**config.mk**
```make
export PLATFORM = sky130hd
export DESIGN_NAME = cdb_arbiter
export DESIGN_NICKNAME = d
export VERILOG_FILES = /design/src/rtl/cdb_arbiter.sv
export SDC_FILE = /design/constraint.sdc
export NUM_CORES = 1
export LEC_CHECK = 0
export CORE_ASPECT_RATIO = 0.6
export CORE_MARGIN = 2
export CORE_UTILIZATION = 33
export CTS_CLUSTER_DIAMETER = 150
export CTS_CLUSTER_SIZE = 12
export DETAILED_ROUTE_END_ITERATION = 16
export PLACE_DENSITY_LB_ADDON = 0.05
export SLEW_MARGIN = 20
export SYNTH_ARGS = -nofsm -noshare
export SYNTH_HDL_FRONTEND = slang
export SYNTH_SLANG_ARGS = --single-unit
export TNS_END_PERCENT = 10
```
**constraint.sdc**
```tcl
create_clock -name Clock -period 5.4 [get_ports Clock]
set_clock_uncertainty 0.1 [all_clocks]
set_input_delay 1.35 -clock Clock [delete_from_list [all_inputs] [get_ports Clock]]
set_output_delay 1.35 -clock Clock [all_outputs]
set_load 0.01 [all_outputs]
```
**src/rtl/cdb_arbiter.sv**
```systemverilog
// Round-robin arbiter for the Common Data Bus: picks one finished functional unit per
// cycle and registers its reservation-station tag and result onto the broadcast outputs.
module cdb_arbiter #(
    parameter int                N_UF           = 3,
    parameter int                TAG_W          = 3,
    parameter int                DATA_W         = 16,
    parameter logic [TAG_W-1:0]  TAG_SEM_VALOR  = '0,
    parameter logic [DATA_W-1:0] DATA_SEM_VALOR = DATA_W'(16'hFFF0)
) (
    input  logic                     Clock,
    input  logic                     Reset,
    input  logic [N_UF-1:0]          Req,
    input  logic [N_UF*TAG_W-1:0]    Tag_in,
    input  logic [N_UF*DATA_W-1:0]   Data_in,
    input  logic                     Flush,
    output logic [N_UF-1:0]          Grant,
    output logic [TAG_W-1:0]         Qi_CDB,
    output logic [DATA_W-1:0]        Qi_CDB_data,
    output logic                     CDB_valid,
    output logic                     Tag_error
);

    localparam int PTR_W = (N_UF > 1) ? $clog2(N_UF) : 1;

    // Handshake: Req[i] is a level-held valid; Grant[i] is the one-cycle accept. The UF
    // keeps Tag_in/Data_in stable while Req[i] is high and moves on at the edge where it
    // sees Grant[i]=1, so a granted unit sits out the following arbitration.

    // Bus mode is a pure function of the grant register; it is kept as a named signal so
    // checkers can bind to it.
    typedef enum logic {
        MODE_IDLE  = 1'b0,
        MODE_BCAST = 1'b1
    } mode_t;

    mode_t             mode;
    logic [PTR_W-1:0]  ptr;
    logic [N_UF-1:0]   bad;
    logic [N_UF-1:0]   elig;
    logic              found;
    logic [N_UF-1:0]   win_onehot;
    logic [PTR_W-1:0]  win_idx;
    logic [TAG_W-1:0]  win_tag;
    logic [DATA_W-1:0] win_data;
    logic [PTR_W-1:0]  next_ptr;

    assign mode      = (|Grant) ? MODE_BCAST : MODE_IDLE;
    assign CDB_valid = (mode == MODE_BCAST);

    always_comb begin
        bad = '0;
        for (int i = 0; i < N_UF; i++) begin
            bad[i] = (Tag_in[i*TAG_W +: TAG_W] == TAG_SEM_VALOR);
        end
        elig = Req & ~Grant & ~bad;
    end

    // Rotating priority in two passes: indices at or above ptr first, then the wrap.
    always_comb begin
        found      = 1'b0;
        win_onehot = '0;
        win_idx    = '0;
        win_tag    = TAG_SEM_VALOR;
        win_data   = DATA_SEM_VALOR;
        for (int i = 0; i < N_UF; i++) begin
            if (!found && elig[i] && (PTR_W'(i) >= ptr)) begin
                found         = 1'b1;
                win_onehot[i] = 1'b1;
                win_idx       = PTR_W'(i);
                win_tag       = Tag_in[i*TAG_W +: TAG_W];
                win_data      = Data_in[i*DATA_W +: DATA_W];
            end
        end
        for (int i = 0; i < N_UF; i++) begin
            if (!found && elig[i]) begin
                found         = 1'b1;
                win_onehot[i] = 1'b1;
                win_idx       = PTR_W'(i);
                win_tag       = Tag_in[i*TAG_W +: TAG_W];
                win_data      = Data_in[i*DATA_W +: DATA_W];
            end
        end
        next_ptr = (win_idx == PTR_W'(N_UF - 1)) ? '0 : win_idx + 1'b1;
    end

    always_ff @(posedge Clock or posedge Reset) begin
        if (Reset) begin
            Grant       <= '0;
            Qi_CDB      <= TAG_SEM_VALOR;
            Qi_CDB_data <= DATA_SEM_VALOR;
            ptr         <= '0;
        end else if (Flush) begin
            Grant       <= '0;
            Qi_CDB      <= TAG_SEM_VALOR;
            Qi_CDB_data <= DATA_SEM_VALOR;
            ptr         <= '0;
        end else if (found) begin
            Grant       <= win_onehot;
            Qi_CDB      <= win_tag;
            Qi_CDB_data <= win_data;
            ptr         <= next_ptr;
        end else begin
            Grant       <= '0;
            Qi_CDB      <= TAG_SEM_VALOR;
            Qi_CDB_data <= DATA_SEM_VALOR;
        end
    end

    // A request carrying the no-producer tag is a protocol bug upstream; latch it until reset.
    always_ff @(posedge Clock or posedge Reset) begin
        if (Reset) begin
            Tag_error <= 1'b0;
        end else if (|(Req & bad)) begin
            Tag_error <= 1'b1;
        end
    end

endmodule

```
==> results.yml <==
setup_path:
  critPathLaunch: "Tag_in[2]"
  cp_num_buf_inv: 1
  cp.arrival_ps: 3680
  r2r_end: "Qi_CDB_data[15]$_DFF_PP1_"
  crit_type: "primary input to flip-flop"
  path_cells: "clkdlybuf4s50_1 > nor3_2 > o211a_1 > a21boi_1 > a222oi_1 > nor2_1"
  crit_end: "Qi_CDB[1]$_DFF_PP0_"
  worstSetupEndpointType: "flip-flop"
  required_ps: 5500
  slowest_stage: "a21boi_1"
  cp.depth: 6
  ff2ff_path_depth: 5
  startpoint_type: "primary input"
  rrSetupSlack_ps: 2830
  crit_fanout: 11
  cp_top_family: "compound AO/OA/AOI/OAI gates"
  r2r-start: "ptr[1]$_DFFE_PP0P_"
  cpPeakStageDelay_ps: 580
logic_synthesis:
  synthCells: 216
  synth_async_sr_flop_share_pct: 100
  netlist.area_leader.share_pct: 17.5
  synth_seq_cells: 25
  synth_cell_types: 46
  yosys-top-cells-area: "dfrtp_1 18%, dfstp_2 17%, nor2_1 6.9%"
  synth.avg_cell_area_um2: 8.59
  ys_warn_count: 0
  syn_nets: 279
  synth_top_cell_by_area: "dfrtp_1"
  ys_seq_area_share_pct: 34.5
  synth_flop_cell: "dfrtp_1"
  netlist_area_um2: 1860
  synth_edf_count: 0
global_route:
  grt_pass1_vias: 1867
  grt_overflow_total: 0
  grt_start_max_net_pins: 35
  antenna_found_initial: 0
  track_usage_pct: 20.4
  grt_pass1_wl_um: 9630
routing:
  drtAntennaViolNets: 0
  drtIter0Drc: 161
  wl_per_cell_um: 17.2
  wl_um: 6230
  vias: 1956
  avgViaCountPerCell: 5.39
  dr.pass1.iters: 6
  drcViolationCount: 0
clock_tree:
  h-tree-depth: 1
  ctsLongestPathBuffers: 2
  clk_latency_ps: 270
  cts_root_buf: "clkbuf_8"
  cts_inserted_buffers: 3
  cts_sinks: 25
  cts_post_setup_buffers_inserted: 0
  cts-resized-gates: 0
  cts_tree: "yes"
  cts_hold_buf: 0
  path_clk_slew_ps: 90
timing:
  fin_ws_ps: 1830
  period_share_pct: 66.2
  setup_viol: 0
  hold_violations: 0
  rsz0062_at_grt: "false"
  slew_viol_final: 0
  max_slew_margin_pct: 30.8
  period_minus_slack_ps: 3570
  max_clock_freq_mhz: 280
  tightest_slew_ps: 1040
  tns_ps: 0
finish:
  layout-drive-gt1-share_pct: 12.9
  synthToLayoutAreaGrowth_pct: 50.1
  diodes: 0
  final_nets: 358
  layout.cells.non_filler: 363
floorplan:
  die_x_um: 101
  ios: 87
  rows: 21
  die_h_um: 62.1
  dieArea_um2: 6260
  core_area_um2: 5490
  start_util_pct: 33.8
worst_hold_path:
  min-delay-path-class: "flip-flop to flip-flop"
  whs_path_depth: 2
pwr:
  ir_drop_mv: 0.0837
  p_leak_nw: 1.11
  p_per_area_nw_per_um2: 200
placement:
  dp_cells: 359
  pre_cts_ws_ps: 1560
  portBuffers: 86
  place_hpwl_um: 4560
  gp_congestion: 0.792
job:
  max_cap_violations: 0
status:
  status: "complete, no violations"
==> synthesized netlist by cell type (2+ instances only) <==
master,instances
nor2_1,34
a21oi_1,14
dfrtp_1,13
dfstp_2,12
inv_1,12
a21o_1,11
nor3_1,11
a221o_1,10
a311o_1,10
nor2b_1,10
or2_2,9
a222oi_1,7
clkbuf_1,6
buf_2,4
nand2b_1,4
nand3_1,4
nor3_2,4
nand2_1,3
o22ai_1,3
or3_1,3
buf_6,2
o211a_1,2
o31ai_1,2
o41ai_1,2
or2_0,2
or3b_4,2
==> metrics by stage <==
step,util (%),total power (W),instance area (µm²),hold WS [ps]
3_5_place_dp,49.9,0.000444,2740,364
6_report,50.7,0.000557,2790,385
2_1_floorplan,-,0.000339,1860,404
5_1_grt,50.7,0.000594,2790,429
3_3_place_gp,49.9,0.000446,2740,358
4_1_cts,50.7,0.000564,2790,386
==> tightest hold or removal path, stage by stage, from the launching register on <==
cell,delay [ps]
dfrtp_1,360
a21oi_1,40
nand2_1,60
==> power breakdown <==
group          total, W  switching, W  internal [W]
clock network  0.000114     0.0000612     0.0000528
logic          0.000218     0.0000992      0.000119
registers      0.000224     0.0000139      0.000211
==> routing by layer <==
metal / vias up / routed length (µm) / track usage, %
li1: 965 / - / -
met1: 917 / 3330 / 31.5
met2: 72 / 2540 / 30.2
met3: 2 / 339 / 3.80
met4: 0 / 20 / 2.54
met5: - / 0 / 0
==> registers in the layout (all words and copies together) (netlist names) <==
register	count
Qi_CDB_data	16
Qi_CDB	3
Grant	3
ptr	2
Tag_error	1
==> logic make-up after synthesis <==
group | synth area share (%)
and+or+nand+nor | 26.4
AOI/OAI and AO/OA | 31.2
buffers and inverters | 7.35
DFF | 34.5
adders and majority gates | 0.539
==> worst min-delay path by stage <==
stage	from	end	slack, ps
after floorplan	Tag_error$_DFFE_PP0P_	Tag_error$_DFFE_PP0P_	400
after global placement	Tag_error$_DFFE_PP0P_	Tag_error$_DFFE_PP0P_	360
after detailed placement	Tag_error$_DFFE_PP0P_	Tag_error$_DFFE_PP0P_	360
after CTS	Tag_error$_DFFE_PP0P_	Tag_error$_DFFE_PP0P_	390
after global routing	Tag_error$_DFFE_PP0P_	Tag_error$_DFFE_PP0P_	430
final	Tag_error$_DFFE_PP0P_	Tag_error$_DFFE_PP0P_	390
==> area by class of cell <==
| class | instances | area (µm²) |
|---|---|---|
| sequential | 25 | 641 |
| multi-input combinational | 164 | 1080 |
| clock buffer | 4 | 45.0 |
| tap | 69 | 86.3 |
| fill | 515 | 2710 |
| inverter | 12 | 45.0 |
| timing repair buffer | 89 | 883 |
==> cells in the final DEF (no fill, tap or decap), types with 2 or more instances in the layout <==
| cell type | count |
|---|---|
| clkdlybuf4s50_1 | 86 |
| nor2_1 | 34 |
| a21oi_1 | 14 |
| dfrtp_1 | 13 |
| dfstp_2 | 12 |
| a21o_1 | 11 |
| inv_1 | 11 |
| nor3_1 | 11 |
| nor2b_1 | 10 |
| a221o_1 | 10 |
| a311o_1 | 10 |
| or2_2 | 9 |
| a222oi_1 | 7 |
| nor3_2 | 4 |
| nand2b_1 | 4 |
| nand3_1 | 4 |
| o22ai_1 | 3 |
| or3_1 | 3 |
| nand2_1 | 3 |
| clkbuf_8 | 3 |
| buf_4 | 3 |
| or3b_4 | 2 |
| o211a_1 | 2 |
| o31ai_1 | 2 |
| o41ai_1 | 2 |
| or2_0 | 2 |
Note: power is estimated with default switching activity, not from simulation.
